[config.mk]
export PLATFORM = sky130hd
export DESIGN_NAME = clk_div_prog
export DESIGN_NICKNAME = d
export VERILOG_FILES = /design/src/rtl/clk_div_prog.sv
export SDC_FILE = /design/constraint.sdc
export NUM_CORES = 1
export LEC_CHECK = 0
export BUFFER_PORTS_ARGS = -buffer_cell sky130_fd_sc_hd__buf_4
export CAP_MARGIN = 0
export CORE_ASPECT_RATIO = 2
export CORE_MARGIN = 2
export CORE_UTILIZATION = 55
export DETAILED_ROUTE_END_ITERATION = 16
export PLACE_DENSITY = 0.81
export SYNTH_ARGS = -nofsm -noshare
export SYNTH_HDL_FRONTEND = slang
export SYNTH_SLANG_ARGS = --single-unit
[constraint.sdc]
create_clock -name clk_in -period 4 [get_ports clk_in]
set_clock_uncertainty 0.15 [all_clocks]
set_input_delay 0.6 -clock clk_in [delete_from_list [all_inputs] [get_ports clk_in]]
set_output_delay 0.6 -clock clk_in [all_outputs]
set_load 0.02 [all_outputs]
[src/rtl/clk_div_prog.sv]
// Run-time programmable integer clock divider: square-wave clk_out plus a one-cycle
// tick per period, with new divisors taken up only at a period boundary.
module clk_div_prog #(
    parameter int          CNT_W       = 26,
    parameter int unsigned DEFAULT_DIV = 100000
) (
    input  logic             clk_in,
    input  logic             rst,
    input  logic             en,
    input  logic [CNT_W-1:0] div_val,
    input  logic             div_load,
    output logic             clk_out,
    output logic             tick,
    output logic [CNT_W-1:0] cur_div,
    output logic             load_err
);

    localparam logic [CNT_W-1:0] DEF_DIV = CNT_W'(DEFAULT_DIV);
    localparam logic [CNT_W-1:0] ONE     = CNT_W'(1);

    logic [CNT_W-1:0] cnt_q, cnt_d;
    logic [CNT_W-1:0] cur_div_q, cur_div_d;
    logic [CNT_W-1:0] pend_val_q, pend_val_d;
    logic             pend_vld_q, pend_vld_d;
    logic             run_q, run_d;
    logic             clk_out_q, clk_out_d;
    logic             tick_q, tick_d;
    logic             load_err_q, load_err_d;

    logic             ld_ok;
    logic             last;
    logic [CNT_W-1:0] next_div;
    logic [CNT_W-1:0] half;
    logic [CNT_W-1:0] cnt_inc;

    // A load arriving on a boundary edge bypasses the pending register so it
    // governs the very next period.
    always_comb begin
        ld_ok    = div_load && (div_val != '0);
        next_div = ld_ok ? div_val : (pend_vld_q ? pend_val_q : cur_div_q);
        last     = (cnt_q == (cur_div_q - ONE));
        half     = (cur_div_q >> 1) + {{(CNT_W-1){1'b0}}, cur_div_q[0]};
        cnt_inc  = cnt_q + ONE;
    end

    always_comb begin
        cnt_d      = cnt_q;
        cur_div_d  = cur_div_q;
        pend_val_d = pend_val_q;
        pend_vld_d = pend_vld_q;
        run_d      = run_q;
        clk_out_d  = clk_out_q;
        tick_d     = 1'b0;
        load_err_d = div_load && (div_val == '0);

        if (!en) begin
            cnt_d      = '0;
            run_d      = 1'b0;
            clk_out_d  = 1'b0;
            cur_div_d  = next_div;
            pend_vld_d = 1'b0;
        end else if (!run_q || last) begin
            cnt_d      = '0;
            run_d      = 1'b1;
            clk_out_d  = 1'b1;
            tick_d     = 1'b1;
            cur_div_d  = next_div;
            pend_vld_d = 1'b0;
        end else begin
            cnt_d     = cnt_inc;
            clk_out_d = (cnt_inc < half);
            if (ld_ok) begin
                pend_val_d = div_val;
                pend_vld_d = 1'b1;
            end
        end
    end

    always_ff @(posedge clk_in or negedge rst) begin
        if (!rst) begin
            cnt_q      <= '0;
            cur_div_q  <= DEF_DIV;
            pend_vld_q <= 1'b0;
            run_q      <= 1'b0;
            clk_out_q  <= 1'b0;
            tick_q     <= 1'b0;
            load_err_q <= 1'b0;
        end else begin
            cnt_q      <= cnt_d;
            cur_div_q  <= cur_div_d;
            pend_vld_q <= pend_vld_d;
            run_q      <= run_d;
            clk_out_q  <= clk_out_d;
            tick_q     <= tick_d;
            load_err_q <= load_err_d;
        end
    end

    // Pending value is qualified by pend_vld_q, so it needs no reset.
    always_ff @(posedge clk_in) begin
        pend_val_q <= pend_val_d;
    end

    assign clk_out  = clk_out_q;
    assign tick     = tick_q;
    assign cur_div  = cur_div_q;
    assign load_err = load_err_q;

endmodule

Yosys cells after proc, flatten, opt, wreduce, memory -nomap -nowiden
Cells that the tools add are included.
{"block": "word_totals", "mem_bits_rw": 0, "latch_bits": 0, "n_memories": 0, "reg_bits": 83, "romBits": 0, "output_inout_bits": 29}
{"block": "classes", "muxes": 15, "order_cmp": 1, "n_reduce_logical": 7, "add_sub_neg": 3, "eq_ne": 3, "n_mul": 0, "n_bitwise": 1, "div_mod_pow": 0, "shift": 0}
{"operator": "26-bit 2-to-1 mux", "count": 6}
{"operator": "25-bit by 1-bit adder with 26-bit output", "count": 1}
{"operator": "26-bit by 1-bit adder with 26-bit output, second input constant", "count": 1}
{"operator": "26-bit equality test", "count": 1}
{"operator": "26-bit zero test", "count": 1}
{"operator": "26-bit less-than comparator", "count": 1}
{"operator": "26-bit nonzero test", "count": 1}
{"operator": "26-bit by 1-bit subtractor with 26-bit output, second input constant", "count": 1}
{"operator": "1-bit 2-to-1 mux", "count": 9}
{"operator": "3-bit by 1-bit inequality test with 1-bit output, second input constant", "count": 1}
{"operator": "3-bit AND reduction", "count": 1}
{"operator": "1-bit logical AND", "count": 2}
{"operator": "2-bit by 1-bit inequality test with 1-bit output, second input constant", "count": 1}
{"operator": "1-bit zero test", "count": 1}
{"operator": "1-bit logical OR", "count": 1}
{"operator": "1-bit inverter", "count": 1}

Logic depth before layout (Yosys ltp)
Gate-level depths: netlist of the first run.
{"block": "logic_depth", "depth_word": 5, "depth_mapped": 16, "depth_no_buf": 15}

Worst setup path before layout of the first run
Ideal clock, no wire load.
{"block": "synth_timing", "path_kind": "register -> register", "from": "reg cur_div_q[17] (netlist: cur_div[17])", "to": "reg pend_val_q[0] (enable)", "required_ns": 3.441, "setup_time_ns": 0.409, "synth_period_minus_slack_ns": 4.353, "stages_incl_launch_ff": 12, "path_slack_ns": -0.353, "t_arrival_ns": 3.794, "path_cell_list": "dfrtp_1 > buf_2 > or4_4 > buf_6 > or3_4 > a211o_1 > a22oi_2 > a21oi_1 > a41o_1 > buf_6 > buf_6 > nor2_1"}
{"block": "synth_via", "elab_chain_cells": 5}
{"item": "start, declared", "line": "22", "rtl": "logic [CNT_W-1:0] cur_div_q, cur_div_d;"}
{"item": "start signal, assigned", "line": "90", "rtl": "cur_div_q <= cur_div_d;"}
{"item": "26-bit by 1-bit subtractor with 26-bit output", "line": "41", "rtl": "last = (cnt_q == (cur_div_q - ONE));"}
{"item": "26-bit equality test", "line": "41"}
{"item": "1-bit logical OR", "line": "62", "rtl": "end else if (!run_q || last) begin"}
{"item": "1-bit inverter (no line)"}
{"item": "3-bit AND reduction (no line)"}
{"item": "end signal, assigned", "line": "101", "rtl": "pend_val_q <= pend_val_d;"}
{"item": "end, declared", "line": "23", "rtl": "logic [CNT_W-1:0] pend_val_q, pend_val_d;"}
No other way between the ends.
A chain may end at the register's enable or synchronous reset.

Worst setup path in the final report of the first run
{"block": "layout_timing", "from": "reg cur_div_q[2] (netlist: cur_div[2])", "to": "reg pend_val_q[23] (enable)"}
The elaborated chain is that of the path after synthesis.

==> results of run 1 <==
[state kept, by name, indices dropped and copies added (netlist names)]
name        flops
run_q           1
pend_val_q     26
cur_div        26
clk_out         1
cnt_q          26
load_err        1
pend_vld_q      1
tick            1
[routing by layer]
metal  share of wire  wire, um  global-route usage
met4           0.056      1020               0.177
met3           0.054       986              0.0400
met5               0         0                   0
met2            0.53      9840               0.547
met1            0.36      6560               0.357
[layout make-up]
type	instances	share of cell area
inverter	40	0.0210
tap	142	0.0248
clock inverter	6	0.0101
timing repair buffer	86	0.0920
clock buffer	10	0.0320
multi-input combinational	496	0.510
sequential	83	0.310
[cells by family (layout without fill, tap and decap cells)]
group                      after synthesis  count (layout)
and+or+nand+nor                        234             234
DFF                                     83              83
buffers and inverters                   97             142
AOI/OAI and AO/OA                      152             152
muxes                                    1               1
xor gates and xnor gates                80              80
adders and majority gates               29              29
[worst max path at each step]
stage,depth (start not counted),slack [ns],end
floorplan,11,0.08,pend_val_q[0]
global placement,8,0.51,pend_val_q[0]
detailed placement,8,0.48,pend_val_q[0]
CTS,8,0.46,pend_val_q[23]
global route,11,0.17,cur_div[9]
finish,8,0.31,pend_val_q[23]
[power by group]
part	switching (mW)	total, mW	internal [mW]
registers	0.136	1.09	0.950
logic	0.511	0.873	0.361
clock network	0.361	0.852	0.491
total	1.01	2.81	1.80
[stage by stage]
stage	worst slack [ns]	util	hold slack (ns)	total power [mW]
detailed placement	0.482	0.611	0.402	1.95
global placement	0.506	0.611	0.384	1.92
global route	0.168	0.638	0.221	2.93
floorplan	0.0769	-	0.154	1.64
finish	0.305	0.638	0.163	2.81
CTS	0.461	0.638	0.201	2.81
[cells in the mapped netlist, drive strengths merged (2+ instances only)]
cell type and instances:
o22ai 53, dfrtp 51, xor2 44, clkbuf 40, inv 40, xnor2 36
nor2 33, nand2 30, nand3 30, nor2b 30, ha 29, a221oi 27
edfxtp 26, nand3b 22, nand4 20, nor3 20, a21oi 18, buf 17
nor4 15, o21ai 14, and3 12, a21o 8, dfstp 6, nand2b 5
o211ai 5, or4 5, or3 4, a22oi 3, a31oi 3, a21boi 2
a41o 2, and2 2, and4 2, nor4b 2, o2111ai 2, o21a 2
==> results by group, run 1 <==
Status
  • Status: completed

Cells and area
  • Non-filler cells, final: 863
  • Area of the multi-input gates: ~3700 um^2
  • Most frequent cells in the layout: buf_4 (85), o22ai_1 (53), dfrtp_1 (51), xor2_1 (44), inv_1 (40)
  • Final Cell Area: 7150 um^2
  • Final nets: 775
  • Antenna Cells: 0
  • Area growth from synthesis to layout: 13.7%
  • Share of cells above drive strength 1: 0.204
  • FILL cells: 898
  • Most common cell after layout, fill and taps aside: buf_4
  • Register area: between 2000 and 2500 um^2

Critical path
  • Reg2reg path depth: 8
  • CP Launch Point: cur_div[2]
  • Reg-to-reg setup timing slack: 0.31 ns
  • Worst-path cell chain: or4_1 -> nor4_1 -> mux2_2 -> a21oi_1 -> a21oi_1 -> a41o_2 -> nor2_2 -> buf_4
  • Family with the most delay on the worst path: simple AND/OR/NAND/NOR gates
  • Crit Path Max Fanout: 26
  • Reg2Reg Capture Point: pend_val_q[23]
  • Cell mode on critical path: a21oi_1
  • CP endpoint kind: flip-flop
  • CP required: 3.86 ns
  • Slowest-stage cell, CP: or4_1
  • WS Path Type: flip-flop to flip-flop
  • Startpoint types: flip-flop
  • Slowest stage delay, CP: roughly 0.7 ns
  • Reg2reg start: cur_div[2]
  • Critical path arrival: 3.56 ns
  • Buf+Inv Stages, Crit Path: 1

Min path
  • Worst hold path type: input pin to async pin

Synthesis
  • Proportion of synthesized area in mux cells: 0.00179
  • Compound-Gate Fraction of Synth Area: 0.195
  • Yosys warns: 0
  • Post-synthesis async set-or-reset flop share: 0.687
  • Simple-gate portion of the synthesized area: 0.213
  • Synth Instances: 676
  • Main synth FF type: dfrtp_1
  • Unique masters post-synth: 64
  • Yosys reg bits: 83
  • Mapped Area: 6290 um^2
  • Leading post-synthesis cells by cell area: dfrtp_1 (20%), edfxtp_1 (12%), a221oi_2 (6.4%)
  • EDFF count, synth: 26
  • Synth Area in Adders: 0.0577
  • Largest area contributor in the netlist: dfrtp_1
  • Syn avg cell area: 9.31 um^2
  • Mapped Nets: 735
  • Sequential fraction of the synthesis area: 0.352
  • Area share of the largest cell type after synthesis: 0.203
  • Largest family of logic cells by synthesized area: simple AND/OR/NAND/NOR gates
  • Xor/xnor share of the synthesized area: 0.111

Placement
  • Cells after DPL: 847
  • DP HPWL: 13.6 mm
  • PortBufs: 58
  • DP Area: 6850 um^2
  • GP Congestion: 0.910

STA
  • Minimum clock period: 3.69 ns
  • Setup_tns: 0 ns
  • Slew Limit Fails: 0
  • Rel. slew slack: 0.497
  • Fmax: 271 MHz
  • RSZ-0062 raised after global routing: no
  • Fin. Hold Viols: 0
  • Period utilization: 0.924
  • Final setup vio count: 0
  • Slew @ Worst Pin: 0.754 ns

Die
  • Die ar.: 12400 um^2
  • # IOs: 59
  • Num rows: 55
  • Die height: about 160 um
  • Initial Util: 0.561
  • Die width: 79.6 um
  • Core Box Area: 11200 um^2

Clock network
  • Clock Path Buffers: 2
  • Root Buffer: clkbuf_16
  • Hold_buf cts: 0
  • CTS H-tree depth: 3
  • Post-CTS Setup Repair Bufs: 0
  • PostCTS Resize Cnt: 0
  • CTS tree: yes
  • Clk slew on worst S/H paths: 0.06 ns
  • CTS Sinks: 83
  • Clk_lat worst skew: 0.34 ns
  • CTS buffer count: 9

Drt
  • 1st-iter DRT viols: about 440
  • 1st-pass router iterations: 5
  • DRC: 0
  • Routed len/inst: 21.3 um
  • Via count: between 5000 and 6000
  • Post-DR vias/cell: roughly 6.5
  • Drt total wl: 18.4 mm
  • Routed Antenna Nets: 0

Power
  • Worst VDD drop: 323 uV
  • Leak: ~3.0 nW
  • Cell Pwr Density: 393 nW/um^2

GRT
  • First-pass GRT wire length: approximately 30 mm
  • Initial antenna violation count: 0
  • Grt ovf: 0
  • Vias in the first global route: 5798
  • Largest net degree at the start of global routing: 58
  • Global Route Usage Sum: 0.312

Job
  • MaxCap Viol Count: 0
No activity file was read; power rests on OpenSTA's default activity.
==> run 2, diff against run 1 <==
==> constraint.sdc (replaced) <==
create_clock -name clk_in -period 4 [get_ports clk_in]
set_clock_uncertainty 0.15 [all_clocks]
set_input_delay 0.6 -clock clk_in [delete_from_list [all_inputs] [get_ports clk_in]]
set_output_delay 0.6 -clock clk_in [all_outputs]
set_load 0.05 [all_outputs]
==> results by group, run 2 (same netlist as run 1, synthesis figures left out) <==
Status
  • Status: completed

Critical path
  • Slowest-stage cell, CP: dfrtp_1
  • CP endpoint kind: flip-flop
  • Slowest stage delay, CP: 0.61 ns (-0.09 ns)
  • Critical path arrival: 3.75 ns (+0.19 ns)
  • Crit path depth: 15 (+7)
  • CP required: 4.10 ns (+0.24 ns)
  • Family with the most delay on the worst path: simple AND/OR/NAND/NOR gates
  • Startpoint types: flip-flop
  • WS Path Type: flip-flop to flip-flop
  • Reg2reg start: cur_div[3]
  • Buf+Inv Stages, Crit Path: 0 (-1)
  • Reg2Reg Capture Point: clk_out
  • Worst-path cell chain: and3_1 -> and2_1 -> and3_1 -> nor2b_1 -> nor2b_1 -> nand3_1 -> xor2_1 -> ha_1 -> a21o_1 -> a21o_1 -> a21oi_1 -> o2111ai_1 -> a21oi_1 -> o21ai_0 -> o221ai_1
  • Reg2reg path depth: 15 (+7)
  • Crit Path Max Fanout: 14 (-46%)
  • Reg-to-reg setup timing slack: 0.35 ns (+0.04 ns)

Die
  • Core Box Area: 11200 um^2 (unchanged)
  • Num rows: 55 (unchanged)
  • Die ar.: 12400 um^2 (unchanged)
  • Die width: 79.6 um (unchanged)
  • Initial Util: 0.561 (unchanged)
  • Die height: 155 um (unchanged)
  • # IOs: 59 (unchanged)

Power
  • Switching share of power: 0.392 (+0.0336)
  • Clock power frac: 0.273 (-0.030)
  • Worst VDD drop: 337 uV (+4.3%)
  • Psw: 1.12 mW (+11%)
  • Combinational power share: 0.340 (+0.029)
  • Cell Pwr Density: 403 nW/um^2 (+2.5%)
  • Flop pwr share: 0.387 (about the same)
  • Internal Power: 1.73 mW (-4.0%)
  • Leak: 2.99 nW (-2.0%)

Clock network
  • Post-CTS Setup Repair Bufs: 0 (unchanged)
  • Root Buffer: clkbuf_16
  • Clk slew on worst S/H paths: 0.07 ns (about the same)
  • CTS buffer count: 9 (unchanged)
  • CTS tree: yes
  • Clk_lat worst skew: 0.34 ns (about the same)
  • Clock Path Buffers: 2 (unchanged)
  • PostCTS Resize Cnt: 0 (unchanged)
  • CTS Sinks: 83 (unchanged)
  • Hold_buf cts: 0 (unchanged)
  • CTS H-tree depth: 3 (unchanged)

Cells and area
  • Most common cell after layout, fill and taps aside: buf_4
  • Final nets: 768 (-0.90%)
  • Antenna Cells: 0 (unchanged)
  • Share of cells above drive strength 1: 0.196 (-0.00781)
  • Area growth from synthesis to layout: 12.4%
  • FILL cells: 892 (-0.67%)
  • Most frequent cells in the layout: buf_4 (79), o22ai_1 (53), dfrtp_1 (51), xor2_1 (44), inv_1 (40)

Placement
  • Post-place setup slack: 0.382 ns (-0.100 ns)
  • GP Congestion: 0.933 (+2.5%)
  • DP HPWL: 13.2 mm (-2.9%)
  • PortBufs: 58 (unchanged)

STA
  • Final setup vio count: 0 (unchanged)
  • Slew Limit Fails: 0 (unchanged)
  • RSZ-0062 raised after global routing: no
  • Minimum clock period: 3.65 ns (-0.0435 ns)
  • Slew @ Worst Pin: 0.741 ns (-0.0125 ns)
  • Final WS setup: 0.349 ns (+0.0435 ns)
  • Period utilization: 0.913 (-0.0109)
  • Fmax: 274 MHz (+1.2%)
  • Rel. slew slack: 0.506 (+0.00835)
  • Fin. Hold Viols: 0 (unchanged)
  • Setup_tns: 0 ns (unchanged)

Drt
  • Post-DR vias/cell: 6.53 (-0.25%)
  • Routed Antenna Nets: 0 (unchanged)
  • 1st-iter DRT viols: 293 (-34%)
  • DRC: 0 (unchanged)
  • 1st-pass router iterations: 5 (unchanged)
  • Routed len/inst: 20.6 um (-3.3%)
  • Drt total wl: 17.7 mm (-4.0%)
  • Via count: 5591 (-1.1%)

GRT
  • Grt ovf: 0 (unchanged)
  • Vias in the first global route: 5823 (+0.43%)
  • Global Route Usage Sum: 0.299 (-0.0126)
  • Initial antenna violation count: 0 (unchanged)
  • First-pass GRT wire length: 29.0 mm (-2.7%)
  • Largest net degree at the start of global routing: 58 (unchanged)

Job
  • MaxCap Viol Count: 0 (unchanged)

Min path
  • Worst hold path type: input pin to async pin
==> run 2: stage by stage <==
step	std cells	utilization	power, mW	hold slack, ns	cell area (um^2)
floorplan	676	-	1.77	0.154	6300
global placement	840	0.606	2.03	0.394	6790
detailed placement	840	0.606	2.06	0.405	6790
CTS	856	0.630	2.84	0.181	7070
global route	856	0.630	2.97	0.220	7070
finish	856	0.630	2.85	0.160	7070
==> run 2: power by group through the flow <==
stage | Sequential (mW) | Clock [mW] | Combinational (mW)
CTS | 1.10 | 0.792 | 0.958
global placement | 1.10 | 0 | 0.926
detailed placement | 1.11 | 0 | 0.950
finish | 1.10 | 0.778 | 0.969
global route | 1.11 | 0.825 | 1.03
floorplan | 1.20 | 0 | 0.568
==> run 2: how the worst max path moves through the flow <==
stage                     to        start
3_3_place_gp         clk_out   cur_div[5]
6_report             clk_out   cur_div[3]
5_1_grt              clk_out   cur_div[3]
3_5_place_dp         clk_out   cur_div[0]
2_1_floorplan  pend_val_q[0]  cur_div[17]
4_1_cts              clk_out   cur_div[3]
==> run 2: layout make-up <==
type	instances	area, um^2	share of cell area
Clock buffer	10	229	0.0324
Clock inverter	6	48.8	0.00690
Inverter	40	150	0.0212
Multi-Input combinational cell	496	3660	0.517
Sequential cell	83	2210	0.313
Tap cell	142	178	0.0251
Timing Repair Buffer	79	593	0.0839
==> run 2: layer usage <==
layer  share of wire  GRT usage  wire length (um)  vias up
met4           0.049      0.164               874        0
met5               0          0                 0        -
li1                -          -                 -     2570
met1            0.36      0.332              6440     2712
met3           0.046     0.0487               817       69
met2            0.54      0.532              9550      240
==> run 2: worst register-to-register path, cell delays in order (launching register included) <==
cell       delay (ns)
dfrtp_1          0.61
and3_1           0.25
and2_1           0.16
and3_1           0.24
nor2b_1          0.27
nor2b_1          0.45
nand3_1          0.15
xor2_1           0.16
ha_1             0.18
a21o_1           0.15
a21o_1           0.16
a21oi_1          0.17
o2111ai_1        0.12
a21oi_1          0.12
o21ai_0          0.11
o221ai_1         0.11
==> run 3, diff against run 2 <==
--- a/config.mk
+++ b/config.mk
@@ -11,7 +11,7 @@
 export CORE_MARGIN = 2
 export CORE_UTILIZATION = 55
 export DETAILED_ROUTE_END_ITERATION = 16
-export PLACE_DENSITY = 0.81
+export PLACE_DENSITY = 0.83
 export SYNTH_ARGS = -nofsm -noshare
 export SYNTH_HDL_FRONTEND = slang
 export SYNTH_SLANG_ARGS = --single-unit
==> results by group, run 3 (same netlist as run 1, synthesis figures left out) <==
Placement
  • Post-place setup slack: 0.353 ns (-0.0285 ns)
  • DP HPWL: 13.3 mm (+1.1%)
  • PortBufs: 58 (unchanged)
  • GP Congestion: 0.896 (-3.9%)

Clock network
  • Clk slew on worst S/H paths: 0.06 ns (about the same)
  • CTS tree: yes
  • CTS buffer count: 9 (unchanged)
  • Post-CTS Setup Repair Bufs: 0 (unchanged)
  • Root Buffer: clkbuf_16
  • Clk_lat worst skew: 0.34 ns (about the same)
  • CTS Sinks: 83 (unchanged)
  • Clock Path Buffers: 2 (unchanged)
  • CTS H-tree depth: 3 (unchanged)

STA
  • RSZ-0062 raised after global routing: no
  • Fmax: 275 MHz (+0.27%)
  • Final setup vio count: 0 (unchanged)
  • Slew Limit Fails: 0 (unchanged)
  • Final WS setup: 0.359 ns (+0.0100 ns)
  • Minimum clock period: 3.64 ns (-0.0100 ns)
  • Period utilization: 0.910 (-0.00250)
  • Rel. slew slack: 0.498 (-0.00743)
  • Fin. Hold Viols: 0 (unchanged)
  • Setup_tns: 0 ns (unchanged)
  • Slew @ Worst Pin: 0.752 ns (+0.0111 ns)

Cells and area
  • Area growth from synthesis to layout: 12.9%
  • Most frequent cells in the layout: buf_4 (80), o22ai_1 (53), dfrtp_1 (51), xor2_1 (44), inv_1 (40)
  • Register area: 2210 um^2 (unchanged)
  • Antenna Cells: 0 (unchanged)
  • Final nets: 769 (+0.13%)
  • Most common cell after layout, fill and taps aside: buf_4
  • Share of cells above drive strength 1: 0.199 (+0.00252)
  • Area of the multi-input gates: 3660 um^2 (about the same)
  • FILL cells: 866 (-2.9%)

Power
  • Leak: 3.01 nW (+0.80%)
  • Flop pwr share: 0.378 (-0.009)
  • Cell Pwr Density: 410 nW/um^2 (+1.8%)
  • Switching share of power: 0.383 (-0.00978)
  • Clock power frac: 0.289 (+0.016)
  • Psw: 1.11 mW (-0.23%)
  • Internal Power: 1.80 mW (+4.0%)
  • Worst VDD drop: 371 uV (+10%)
  • Combinational power share: 0.333 (-0.007)

Status
  • Status: completed

Job
  • MaxCap Viol Count: 0 (unchanged)

Die
  • Die ar.: 12400 um^2 (unchanged)
  • Die height: 155 um (unchanged)
  • # IOs: 59 (unchanged)
  • Die width: 79.6 um (unchanged)
  • Initial Util: 0.561 (unchanged)
  • Num rows: 55 (unchanged)
  • Core Box Area: 11200 um^2 (unchanged)

Critical path
  • Reg2reg start: cur_div[0]
  • Reg-to-reg setup timing slack: 0.36 ns (about the same)
  • Critical path arrival: 3.51 ns (-0.24 ns)
  • CP required: 3.87 ns (-0.23 ns)
  • Crit Path Max Fanout: 26 (+12)
  • CP Launch Point: cur_div[0]
  • Reg2Reg Capture Point: pend_val_q[1]
  • CP endpoint kind: flip-flop
  • Reg2reg path depth: 10 (-5)
  • Startpoint types: flip-flop
  • WS Path Type: flip-flop to flip-flop

Drt
  • Post-DR vias/cell: 6.53 (about the same)
  • Routed len/inst: 21.1 um (+2.3%)
  • DRC: 0 (unchanged)
  • Drt total wl: 18.1 mm (+2.5%)
  • Via count: 5593 (+0.036%)
  • 1st-pass router iterations: 5 (unchanged)
  • 1st-iter DRT viols: 314 (+7.2%)
  • Routed Antenna Nets: 0 (unchanged)

GRT
  • Grt ovf: 0 (unchanged)
  • Largest net degree at the start of global routing: 58 (unchanged)
  • First-pass GRT wire length: 30.7 mm (+5.9%)
  • Global Route Usage Sum: 0.314 (+0.0150)
  • Initial antenna violation count: 0 (unchanged)
  • Vias in the first global route: 6067 (+4.2%)

Min path
  • Worst hold path type: input pin to async pin
==> run 3: power by group through the flow <==
stage,logic (mW),registers (mW),clock network (mW)
after floorplan,0.568,1.20,0
after global placement,0.928,1.10,0
after detailed placement,0.952,1.11,0
after CTS,0.964,1.10,0.848
after global routing,1.04,1.11,0.883
final,0.971,1.10,0.842
==> run 3: how the worst max path moves through the flow <==
stage               endpoint  slack, ns  cells past startpoint
2_1_floorplan  pend_val_q[0]       0.20                     11
3_3_place_gp   pend_val_q[1]       0.46                      8
3_5_place_dp         clk_out       0.35                     15
4_1_cts              clk_out       0.31                     15
5_1_grt              clk_out       0.13                     15
6_report       pend_val_q[1]       0.36                     10
==> run 3: metal layers <==
layer,part of all wire,GRT usage,up-vias
met5,0,0,-
met4,0.045,0.165,0
met3,0.048,0.0429,65
met2,0.55,0.563,248
met1,0.36,0.353,2699
li1,-,-,2581
==> run 3: stage by stage <==
step	cells	hold WS, ns	total power [mW]	area [um^2]	util
3_5_place_dp	841	0.409	2.06	6800	0.606
5_1_grt	857	0.224	3.04	7100	0.633
4_1_cts	857	0.204	2.91	7100	0.633
6_report	857	0.160	2.91	7100	0.633
3_3_place_gp	841	0.395	2.03	6800	0.606
2_1_floorplan	676	0.154	1.77	6300	-
==> run 3: final cells by class <==
cell class,instances,share of cell area
clock inverter,6,0.0102
timing repair buffer,80,0.0845
multi-input combinational,496,0.515
tap,142,0.0250
clock buffer,10,0.0322
inverter,40,0.0211
sequential,83,0.312
==> run 3: what timing repair did <==
item                       in CTS  in global routing
hold buffers                    0                  0
gates resized for setup         0                  1
setup endpoints to repair       0                  1
==> run 3: critical path, stage by stage (launching register included) <==
cell and delay [ns]:
dfrtp_1 0.48, inv_1 0.11, ha_1 0.24, or4b_1 0.65
nor2_1 0.25, o2111ai_1 0.24, o21a_1 0.18, and4_1 0.18
a41o_2 0.38, nor2_4 0.14, buf_4 0.31
